**src/rtl/shift_reg_param_burst_pkg.sv**
```systemverilog
`default_nettype none
// ============================================================================
// Module  : shift_reg_param_burst_pkg
// Brief   : Shared mode, direction and FSM-state constants for the burst
//           shift register slice of the codebase.
// Revision: 1.0
// ============================================================================
package shift_reg_param_burst_pkg;

    localparam logic [1:0] MODE_SHIFT = 2'b00;
    localparam logic [1:0] MODE_ROT   = 2'b01;
    localparam logic [1:0] MODE_LOAD  = 2'b10;
    localparam logic [1:0] MODE_HOLD  = 2'b11;

    localparam logic [0:0] ST_IDLE    = 1'b0;
    localparam logic [0:0] ST_BURST   = 1'b1;

    localparam logic       DIR_UP     = 1'b0;
    localparam logic       DIR_DN     = 1'b1;

endpackage
`default_nettype wire

```
**src/rtl/shift_reg_param_burst_if.sv**
```systemverilog
`default_nettype none
// ============================================================================
// Module  : shift_reg_param_burst_if
// Brief   : Control/data bundle of the burst shift register. The ARITH_SHIFT_EN
//           macro adds the arith request line.
// Revision: 1.0
// ============================================================================
interface shift_reg_param_burst_if #(
    parameter int WIDTH = 32,
    parameter int SLICE = 4,
    parameter int CW    = 6
);
    localparam int c_nslice = WIDTH / SLICE;

    logic                enb;
    logic [1:0]          modo;
    logic                dir;
    logic                s_in;
    logic [WIDTH-1:0]    d;
    logic                start;
    logic [CW-1:0]       count;
`ifdef ARITH_SHIFT_EN
    logic                arith;
`endif
    logic [WIDTH-1:0]    q;
    logic [c_nslice-1:0] s_out;
    logic                busy;
    logic                done;

    modport master (
        output enb, modo, dir, s_in, d, start, count,
`ifdef ARITH_SHIFT_EN
        output arith,
`endif
        input  q, s_out, busy, done
    );

    modport slave (
        input  enb, modo, dir, s_in, d, start, count,
`ifdef ARITH_SHIFT_EN
        input  arith,
`endif
        output q, s_out, busy, done
    );

endinterface
`default_nettype wire

```
**src/rtl/shift_reg_param_burst_shift_slice.sv**
```systemverilog
`default_nettype none
// ============================================================================
// Module  : shift_slice
// Brief   : SLICE-bit register with serial in, bidirectional single-step
//           shift, parallel load and hold.
// Revision: 1.0
// ============================================================================
module shift_slice
    import shift_reg_param_burst_pkg::*;
#(
    parameter int SLICE = 4
) (
    input  wire logic             clk,
    input  wire logic             rst,
    input  wire logic             i_load,
    input  wire logic             i_step,
    input  wire logic             i_dir,
    input  wire logic             i_ser_in,
    input  wire logic [SLICE-1:0] i_d,
    output logic      [SLICE-1:0] o_q
);

    logic [SLICE-1:0] r_q;
    logic [SLICE-1:0] w_up;
    logic [SLICE-1:0] w_dn;

    generate
        if (SLICE == 1) begin : g_single
            assign w_up = i_ser_in;
            assign w_dn = i_ser_in;
        end else begin : g_multi
            assign w_up = {r_q[SLICE-2:0], i_ser_in};
            assign w_dn = {i_ser_in, r_q[SLICE-1:1]};
        end
    endgenerate

    always_ff @(posedge clk) begin
        if (rst) begin
            r_q <= '0;
        end else if (i_load) begin
            r_q <= i_d;
        end else if (i_step) begin
            r_q <= (i_dir == DIR_DN) ? w_dn : w_up;
        end
    end

    assign o_q = r_q;

endmodule
`default_nettype wire

```
**src/rtl/shift_reg_param_burst.sv**
```systemverilog
`default_nettype none
// ============================================================================
// Module  : shift_reg_param_burst
// Brief   : WIDTH-bit sliced shift/rotate/load register with a counted burst
//           engine. Optional macro ARITH_SHIFT_EN enables sign-fill shifts.
// Revision: 1.0
// ============================================================================
module shift_reg_param_burst
    import shift_reg_param_burst_pkg::*;
#(
    parameter int WIDTH = 32,
    parameter int SLICE = 4,
    parameter int CW    = 6
) (
    input  wire logic              clk,
    input  wire logic              rst,
    shift_reg_param_burst_if.slave bus
);

    localparam int c_nslice = WIDTH / SLICE;

    logic [0:0]       r_state;
    logic [CW-1:0]    r_cnt;
    logic             r_op;
    logic             r_dir;
    logic             r_done;

    logic             w_busy;
    logic             w_accept;
    logic [1:0]       w_eff_mode;
    logic             w_eff_dir;
    logic             w_eff_arith;
    logic             w_step;
    logic             w_load;
    logic             w_fill_lo;
    logic             w_fill_hi;
    logic [WIDTH-1:0] w_q;

    assign w_busy   = (r_state == ST_BURST);
    assign w_accept = bus.enb && !w_busy && bus.start && !bus.modo[1];

    // During a burst the latched op/direction drive the datapath and taps.
    assign w_eff_mode = w_busy ? {1'b0, r_op} : bus.modo;
    assign w_eff_dir  = w_busy ? r_dir : bus.dir;

`ifdef ARITH_SHIFT_EN
    logic r_arith;

    always_ff @(posedge clk) begin
        if (rst) begin
            r_arith <= 1'b0;
        end else if (w_accept) begin
            r_arith <= bus.arith;
        end
    end

    assign w_eff_arith = w_busy ? r_arith : bus.arith;
`else
    assign w_eff_arith = 1'b0;
`endif

    // The acceptance edge itself leaves Q untouched.
    assign w_step = bus.enb && (w_busy ||
                    (!w_accept && (bus.modo == MODE_SHIFT || bus.modo == MODE_ROT)));
    assign w_load = bus.enb && !w_busy && (bus.modo == MODE_LOAD);

    assign w_fill_lo = (w_eff_mode == MODE_ROT) ? w_q[WIDTH-1] : bus.s_in;
    assign w_fill_hi = (w_eff_mode == MODE_ROT) ? w_q[0] :
                       (w_eff_arith ? w_q[WIDTH-1] : bus.s_in);

    generate
        for (genvar k = 0; k < c_nslice; k++) begin : g_slice
            logic w_from_below;
            logic w_from_above;
            logic w_ser;

            if (k == 0) begin : g_lo_end
                assign w_from_below = w_fill_lo;
            end else begin : g_lo_chain
                assign w_from_below = w_q[k*SLICE-1];
            end

            if (k == c_nslice - 1) begin : g_hi_end
                assign w_from_above = w_fill_hi;
            end else begin : g_hi_chain
                assign w_from_above = w_q[(k+1)*SLICE];
            end

            assign w_ser = (w_eff_dir == DIR_DN) ? w_from_above : w_from_below;

            shift_slice #(
                .SLICE (SLICE)
            ) u_slice (
                .clk      (clk),
                .rst      (rst),
                .i_load   (w_load),
                .i_step   (w_step),
                .i_dir    (w_eff_dir),
                .i_ser_in (w_ser),
                .i_d      (bus.d[k*SLICE +: SLICE]),
                .o_q      (w_q[k*SLICE +: SLICE])
            );

            assign bus.s_out[k] = (w_eff_mode != MODE_SHIFT) ? 1'b0 :
                                  (w_eff_dir == DIR_DN) ? w_q[k*SLICE]
                                                        : w_q[k*SLICE+SLICE-1];
        end
    endgenerate

    // DONE is cleared on every edge; ENB only gates state and counter.
    always_ff @(posedge clk) begin
        if (rst) begin
            r_state <= ST_IDLE;
            r_cnt   <= '0;
            r_op    <= 1'b0;
            r_dir   <= DIR_UP;
            r_done  <= 1'b0;
        end else begin
            r_done <= 1'b0;
            if (w_accept) begin
                r_op  <= bus.modo[0];
                r_dir <= bus.dir;
                r_cnt <= bus.count;
                if (bus.count == '0) begin
                    r_done <= 1'b1;
                end else begin
                    r_state <= ST_BURST;
                end
            end else if (bus.enb && w_busy) begin
                r_cnt <= r_cnt - 1'b1;
                if (r_cnt == CW'(1)) begin
                    r_state <= ST_IDLE;
                    r_done  <= 1'b1;
                end
            end
        end
    end

    assign bus.q    = w_q;
    assign bus.busy = w_busy;
    assign bus.done = r_done;

endmodule
`default_nettype wire
```
**src/flat_wrapper.sv**
```systemverilog
// flat-port wrapper written by rule: the top's interface ports become plain ports
module shift_reg_param_burst_flat import shift_reg_param_burst_pkg::*;
#(
    parameter int WIDTH = 32,
    parameter int SLICE = 4,
    parameter int CW    = 6
)
  (clk, rst, bus_enb, bus_modo, bus_dir, bus_s_in, bus_d, bus_start, bus_count, bus_q, bus_s_out, bus_busy, bus_done);
  shift_reg_param_burst_if #(.WIDTH(WIDTH), .SLICE(SLICE), .CW(CW)) bus_i ();
  input  wire logic clk;
  input  wire logic rst;
  input wire logic [$bits(bus_i.enb)-1:0] bus_enb;
  input wire logic [$bits(bus_i.modo)-1:0] bus_modo;
  input wire logic [$bits(bus_i.dir)-1:0] bus_dir;
  input wire logic [$bits(bus_i.s_in)-1:0] bus_s_in;
  input wire logic [$bits(bus_i.d)-1:0] bus_d;
  input wire logic [$bits(bus_i.start)-1:0] bus_start;
  input wire logic [$bits(bus_i.count)-1:0] bus_count;
  output wire logic [$bits(bus_i.q)-1:0] bus_q;
  output wire logic [$bits(bus_i.s_out)-1:0] bus_s_out;
  output wire logic [$bits(bus_i.busy)-1:0] bus_busy;
  output wire logic [$bits(bus_i.done)-1:0] bus_done;
  assign bus_i.enb = bus_enb;
  assign bus_i.modo = bus_modo;
  assign bus_i.dir = bus_dir;
  assign bus_i.s_in = bus_s_in;
  assign bus_i.d = bus_d;
  assign bus_i.start = bus_start;
  assign bus_i.count = bus_count;
  assign bus_q = bus_i.q;
  assign bus_s_out = bus_i.s_out;
  assign bus_busy = bus_i.busy;
  assign bus_done = bus_i.done;
  shift_reg_param_burst #(.WIDTH(WIDTH), .SLICE(SLICE), .CW(CW)) u_core (.clk(clk), .rst(rst), .bus(bus_i));
endmodule
```
**config.mk**
```make
export PLATFORM = sky130hd
export DESIGN_NAME = shift_reg_param_burst_flat
export DESIGN_NICKNAME = d
export VERILOG_FILES = /design/src/rtl/shift_reg_param_burst_pkg.sv /design/src/rtl/shift_reg_param_burst_if.sv /design/src/rtl/shift_reg_param_burst_shift_slice.sv /design/src/rtl/shift_reg_param_burst.sv /design/src/flat_wrapper.sv
export SDC_FILE = /design/constraint.sdc
export NUM_CORES = 1
export LEC_CHECK = 0
export ABC_AREA = 1
export CELL_PAD_IN_SITES_DETAIL_PLACEMENT = 1
export CELL_PAD_IN_SITES_GLOBAL_PLACEMENT = 1
export CORE_MARGIN = 2
export CORE_UTILIZATION = 31
export CTS_CLUSTER_DIAMETER = 80
export CTS_CLUSTER_SIZE = 20
export DETAILED_ROUTE_END_ITERATION = 10
export HOLD_SLACK_MARGIN = 0.15
export PLACE_DENSITY = 0.86
export SLEW_MARGIN = 20
export SYNTH_ARGS = -nofsm -noshare
export SYNTH_HDL_FRONTEND = slang
export SYNTH_SLANG_ARGS = --single-unit
```
**constraint.sdc**
```tcl
create_clock -name clk -period 1.66 [get_ports clk]
set_input_delay 0.166 -clock clk [delete_from_list [all_inputs] [get_ports clk]]
set_output_delay 0.166 -clock clk [all_outputs]
set_load 0.05 [all_outputs]
```
* Word level (Yosys, flattened, before mapping) *
Cells that the tools add are included.

word-level totals
  bits in latches = 0
  memory bits (writable) = 0
  bits in registers = 42
  memories = 0
  word-level logic and storage cells = 100
  bits of input ports = 46
  memory bits (read-only) = 0

cells by class
  shift operators = 0
  bitwise operators = 0
  divide/modulo/power cells = 0
  mux-type cells = 62
  $add $sub $neg = 1
  reduce and logical (&&, ||, !) cells = 19
  equal/unequal tests = 5
  multiply operators = 0
  $lt $le $gt $ge = 0

operators with widths
  operator                                           number
  two-way mux 4 bit                                  24
  two-way mux 1 bit                                  35
  two-way mux 6 bit                                  2
  nonzero test 2 bit                                 4
  logical AND 1 bit                                  7
  == test 6 x 1 -> 1 bit (second input constant)     1
  logical NOT 6 bit                                  1
  subtractor 6 x 1 -> 6 bit (second input constant)  1
  == test 2 x 1 -> 1 bit (second input constant)     2
  logical NOT 1 bit                                  3
  AND reduction 3 bit                                1
  == test 2 bit (second input constant)              1
  logical NOT 2 bit                                  1
  logical OR 1 bit                                   2
  two-way mux 2 bit                                  1
  inequality test 2 bit (second input constant)      1

* Logic depth before layout (Yosys ltp) *
  depth after elaboration = 10
  depth in mapped cells = 9

* Modules after synthesis *
A second synthesis with hierarchy kept.

unflattened totals
  cell total of the unflattened synthesis = 464
  area, all modules = 2,686.3 sq um

by module, submodules not included
  module                 area each (sq um)  instances  cells an instance  sequential area each (sq um)
  shift_slice            236.5              8          41                 80.1
  shift_reg_param_burst  794.5              1          136                200.2

* Worst setup path before layout *
OpenSTA, ideal clock, no wires.

  kind = flip-flop to output port
  from = register u_core.r_state (netlist: u_core.bus.busy)
  to = output port bus_s_out[5]
  data required time = 1,494 ps
  stages on the path, launching flop included = 6
  buffers on the path = 1
  setup slack = -609 ps
  data arrival time = 2,103 ps
  cells stage by stage = dfxtp_1 > nand2_1 > nand2_1 > buf_4 > nand2_1 > a21oi_1

between the ends
  longest elaborated chain between the ends = 3
  elaborated cells between the ends (all ways) = 5
  classes of those cells = 4 x mux; 1 x reduce/logical

RTL lines
  element                                                  RTL line                                                    text
  start: declaration                                       shift_reg_param_burst.sv:22                                 logic [0:0] r_state;
  start signal: assignment                                 shift_reg_param_burst.sv:113                                r_state <= ST_IDLE;
  start signal: assignment                                 shift_reg_param_burst.sv:127                                r_state <= ST_BURST;
  start signal: assignment                                 shift_reg_param_burst.sv:132                                r_state <= ST_IDLE;
  two-way mux 1 bit or two-way mux 2 bit (tied branches)   shift_reg_param_burst.sv:44, shift_reg_param_burst.sv:43
  two-way mux 1 bit or nonzero test 2 bit (tied branches)  shift_reg_param_burst.sv:105, shift_reg_param_burst.sv:104
  two-way mux 1 bit *                                      shift_reg_param_burst.sv:104                                assign bus.s_out[k] = (w_eff_mode != MODE_SHIFT) ? 1'b0 :
  end: declaration                                         flat_wrapper.sv:20                                          output wire logic [$bits(bus_i.s_out)-1:0] bus_s_out;

Every way passes the cells marked *; elsewhere a longest branch is shown, timed or not.

* Worst setup path after layout *
Ends and elaborated chain as after synthesis.

==> flow_summary.toml <==
[die]
row_count = 33
ios = 88
die_h_um = 97.2
core_um2 = 8300
dieArea_um2 = 9440
start_util_pct = 32.4
die_x_um = 97.2

[pwr]
seq_power_share_pct = 37.9
fin_total_pwr_mw = 2.91
irDropWorstVdd_uv = 345
switchingPower_mw = 1.04
pwr-share-clk_pct = 32.1
power_leakage_nw = 1.89
p_int_mw = 1.87
power_density_nw_per_um2 = 676
swShare_pct = 35.6
combPwrFrac_pct = 30.0

[layout]
nets = 595
nFillCells = 1077
finalInstanceArea_um2 = 4310
drive_gt1_share_pct = 23.4
syn2layout_area_growth_pct = 60.1
diodes = 0

[routing]
viasPerCell = 5.46
antenna_left = 0
wl_um = 12500
wl_per_cell_um = 19.2
dr_total_vias = 3563
drtIter0Drc = 202
route.detailed.drc = 0
dr.pass1.iters = 4

[outcome]
violations = "setup timing"
status = "finished, violations left"

[sta]
setup_viol = 8
finClkSkew_ns = 0.0111
fmax_ghz = 0.583
drv_slew = 0
timing.slew.headroom_pct = 66.2
worst_pin_slew_ns = 0.505
period_minus_slack_ns = 1.72
rsz0062_at_grt = "true"
fin_crit_sh_pct = 103
final_hold_viol_count = 0
hold_ws_ns = 0.477
fin_ws_ns = -0.0552

[place]
io_buffers = 87
hpwl_um = 7550
pre_cts_ws_ns = -0.110
place_area_um2 = 3970
gp_congestion = 0.841

[worst_setup_path]
ff2ff_path_depth = 8
arrival_ns = 1.55
cp_cell_sequence = "buf_6 -> nand2_2 -> nand2_2 -> nand2_4 -> buf_12 -> a21oi_4 -> buf_12"
crit_fanout = 6
end_kind = "output pin"
cp_slowest_cell = "dfxtp_4"
start_kind = "flop"
crit_type = "flop to output pin"
critPathMaxStageDelay_ns = 0.42
cp_data_required_time_ns = 1.49

[yosys]
synth_compound_area_share_pct = 10.2
synth_fa_ha_area_share_pct = 0.930
synthSimpleGateAreaFrac_pct = 43.3
synth_top_area_cell = "dfxtp_1"
ys_warn_count = 0
yosysTopAreaCellShare_pct = 31.3
synth_top_family_by_area = "simple AND/OR/NAND/NOR gates"
ys_seq_elements = 42
muxShareOfSynthArea_pct = 0
ys_seq_area_share_pct = 31.3
synthTopCellsByArea = "dfxtp_1 (31%), nand3_1 (24%), nand2_1 (14%), a21oi_1 (8.2%), inv_1 (7.4%)"
synth_xor_area_share_pct = 0.326
postSynthCellCount = 445
synth_area_um2 = 2690
synth.distinct_cells = 21
synth_fp_nets = 493
syn_avg_cell_area_um2 = 6.05

[global_route]
first_global_vias = 3752
grt_first_pass_wirelength_um = 19100
antenna_found_initial = 0
grt_usage_pct = 24.4
grt_overflow = 0
grt_max_degree = 33

[clock_network]
cts_tree = "yes"
numCtsBuffers = 5
clk_root_buffer_cell = "clkbuf_8"
ctsHoldBuffers = 0
numClockSinks = 42
htreeDepth = 2
cts_buffer_depth = 2
clk_pin_slew_ns = 0.10
insertion_delay_ns = 0.32

[min_path]
hold_path.class = "input pin to flop"
hold_depth = 3

[run]
maxCapViolations = 0
## sequential cells by signal, summed over array words and instances, names as in the netlist
register / count
u_core.g_slice.u_slice.o_q: 32
u_core.r_cnt: 6
u_core.bus.busy: 1
u_core.bus.done: 1
u_core.r_dir: 1
u_core.r_op: 1
## layer usage
metal,GRT usage [%],up-vias,share of wire [%]
met1,28.9,1749,41
met2,44.2,128,50
met3,4.17,32,5.3
met4,8.78,0,3.7
li1,-,1654,-
met5,0,-,0
## synth_stat cells
cell type,n
xor2_1,1
o21ai_0,8
nand3_1,127
a211oi_1,1
inv_1,53
dfxtp_1,42
a21oi_1,44
nor2_1,27
clkbuf_1,9
buf_4,5
inv_2,1
nand2_2,1
nand3_2,1
nand2_1,101
buf_6,4
or2_2,3
buf_2,11
nand4_1,2
a31oi_1,1
clkinv_1,1
ha_1,2
## placed cells by master, fill, tap and decap left out, drive strengths merged, types with 2 or more instances in the layout
cell           Yosys  final
or2                3      3
nand2            102    102
ha                 2      2
o21ai              8      8
nand4              2      2
dfxtp             42     42
clkdlybuf4s50      0     46
nand3            128    128
buf               20     76
nor2              27     27
a21oi             44     44
inv               54     55
clkbuf             9      6
## worst max-delay path: cells and delay by family, from the launching register on
family	cells	cell delay, ns
AOI/OAI and AO/OA	1	0.16
DFF	1	0.42
buffers and inverters	3	0.45
and+or+nand+nor	3	0.21
## stage by stage
stage | TNS [ns] | std cells | util (%)
after floorplan | 0 | 445 | -
after global placement | -0.0135 | 640 | 47.8
after detailed placement | -0.820 | 640 | 47.8
after CTS | -0.132 | 653 | 51.1
after global routing | -0.653 | 653 | 51.9
final | -0.283 | 653 | 51.9
## worst paths after layout
path,from,slack (ns),endpoint
worst max-delay path,u_core.bus.busy,-0.06,bus_s_out[5]
worst min-delay path,bus_count[1],0.48,u_core.r_cnt[1]
worst min register to register,u_core.r_cnt[1],0.51,u_core.r_cnt[1]
worst max register to register,u_core.bus.busy,0.01,u_core.r_cnt[5]
## cell type report
class                      instances  area, um2  share of cell area, %
inverter                          55        211                   4.91
clock buffer                       5       68.8                   1.60
tap                              105        131                   3.05
sequential                        42        846                   19.6
timing repair buffer             124       1310                   30.4
multi-input combinational        319       1690                   39.3
clock inverter                     3       48.8                   1.13
## power groups by stage
stage          sequential (mW)  clock [mW]  combinational [mW]
2_1_floorplan             1.21           0               0.338
3_3_place_gp              1.12           0               0.761
3_5_place_dp              1.12           0               0.786
4_1_cts                   1.10       0.914               0.844
5_1_grt                   1.11       0.976               0.926
6_report                  1.10       0.933               0.874
## cell families (layout without fill, tap and decap cells)
group                      after synthesis  after routing
AOI/OAI and AO/OA                       54             54
xor gates and xnor gates                 1              1
adders and majority gates                2              2
buffers and inverters                   84            187
DFF                                     42             42
and+or+nand+nor                        262            262
## timing repair
item                                    4_1_cts  5_1_grt
buffers inserted                              4        0
cloned                                        1        1
hold endpoints to repair                      0        0
endpoints found under the setup margin        8       40
resized for setup                            25       16
pin swaps                                     4       11
(Power assumes the default switching activity.)
==> RTL edit (same settings) <==
`WIDTH` is set to 32 in 3 places; all go to 36.
--- a/src/rtl/shift_reg_param_burst_if.sv
+++ b/src/rtl/shift_reg_param_burst_if.sv
@@ -8,3 +8,3 @@
 interface shift_reg_param_burst_if #(
-    parameter int WIDTH = 32,
+    parameter int WIDTH = 36,
     parameter int SLICE = 4,
--- a/src/rtl/shift_reg_param_burst.sv
+++ b/src/rtl/shift_reg_param_burst.sv
@@ -10,3 +10,3 @@
 #(
-    parameter int WIDTH = 32,
+    parameter int WIDTH = 36,
     parameter int SLICE = 4,
--- a/src/flat_wrapper.sv
+++ b/src/flat_wrapper.sv
@@ -3,3 +3,3 @@
 #(
-    parameter int WIDTH = 32,
+    parameter int WIDTH = 36,
     parameter int SLICE = 4,
Ports: changed (resized bus_d, bus_q and bus_s_out); port bits go from 88 to 97. The function was not compared with the original's and may differ.
==> RTL edit against the original RTL <==
The run still ends with negative setup slack left; sequential cell count increased by 4; power increased by 29%; design area is 19% higher; worst setup slack worse by 21 ps; die area grew 19%; maximum frequency is 1.2% lower; routed wire length grew 3.5%; area after synthesis rose by 20%; largest cell class unchanged; largest power group is now combinational logic.
==> RTL edit: results <==
[setup_path]
critPathSlowestCell = "dfxtp_4"
crit_path_end = "bus_s_out[7]"
rr_worst_depth = 10
cp.arrival_ps = 1570
r2r-end = "u_core.g_slice[4].u_slice.o_q[2]"
cp_max_fo = 5
ff2ff_setup_slack_ps = 160

[pwr]
vdd_drop_max_mv = 0.305
leakagePower_nw = 2.24

[status]
outcome = "finished with violations"
violations = "negative setup slack"

[route]
drt-total-wl_mm = 13.0
first_iter_violations = 132
wire_per_inst_um = 17.4
vias = 3787

[timing]
tns_ps = -507
setup_ws_ps = -76.6
clock_skew_ps = 13.4
worst_hold_slack_ps = 509
tightest_slew_ps = 489
setup_viol = 9

[hold_path]
whs_path_depth = 3
hold_start = "bus_s_in"
min_to = "u_core.g_slice[8].u_slice.o_q[3]"

[yosys]
yosys-top-cells-count = "nand2_1 (179), nand3_1 (50), dfxtp_1 (46)"
syn_avg_cell_area_um2 = 6.67
seq_area_frac_synth_pct = 28.5
synth_xor_area_share_pct = 0.271
syn_nets = 537
synth-compound-area-share_pct = 13.0
synthTopCellsByArea = "dfxtp_1 (28%), nand2_1 (21%), a21oi_2 (9.5%)"
synth_top_area_share_pct = 28.5
ys_types = 29
synth_fa_ha_area_share_pct = 0.774

[final_layout]
drive_gt1_share_pct = 29.7
fill_cells = 1270
nNetsFinal = 661
largest_reg_flops = 36

[placed_design]
port_buffers = 96
dpl.cell_count = 718
placed_area_mm2 = 0.00455
dp_hpwl_mm = 8.16

[grt]
grt_pass1_wl_mm = 20.6
grt_pass1_vias = 3946
grt_usage_pct = 23.1
grt_max_degree = 47
-- RTL edit: repair_timing --
item	CTS	global route
gates resized for setup	50	8
cloned	5	0
setup endpoints to repair	9	9
buffers inserted	12	3
pin swaps	14	8
-- RTL edit: area by class of cell --
| class | instances | area, um2 | area share [%] |
|---|---|---|---|
| Tap cell | 136 | 170 | 3.32 |
| Sequential cell | 46 | 925 | 18.0 |
| Inverter | 24 | 95.1 | 1.86 |
| Timing Repair Buffer | 145 | 1580 | 30.8 |
| Clock inverter | 2 | 13.8 | 0.269 |
| Multi-Input combinational cell | 387 | 2270 | 44.3 |
| Clock buffer | 6 | 72.6 | 1.42 |
-- RTL edit: per-layer routing --
metal  vias to the layer above  wire length, um  GRT usage (%)  part of all wire (%)
met5                         -                0              0                     0
met2                       107             6750           41.5                    52
met3                        22              520           3.13                   4.0
li1                       1818                -              -                     -
met1                      1840             5370           27.9                    41
met4                         0              309           8.36                   2.4
-- RTL edit: cell families (layout without fill, tap and decap cells) --
| logic type | count (synthesis) | after routing |
|---|---|---|
| adder cells (fa/ha/maj) | 2 | 2 |
| buffers and inverters | 52 | 177 |
| AND/OR/NAND/NOR | 326 | 326 |
| flip-flops | 46 | 46 |
| AO/OA/AOI/OAI | 58 | 58 |
| XOR/XNOR | 1 | 1 |
-- RTL edit: power by group through the flow --
stage | Clock [mW] | Combinational, mW | Sequential (mW)
2_1_floorplan | 0 | 0.661 | 1.60
3_3_place_gp | 0 | 1.44 | 1.34
3_5_place_dp | 0 | 1.49 | 1.34
4_1_cts | 0.727 | 1.68 | 1.33
5_1_grt | 0.775 | 1.83 | 1.35
6_report | 0.713 | 1.72 | 1.34
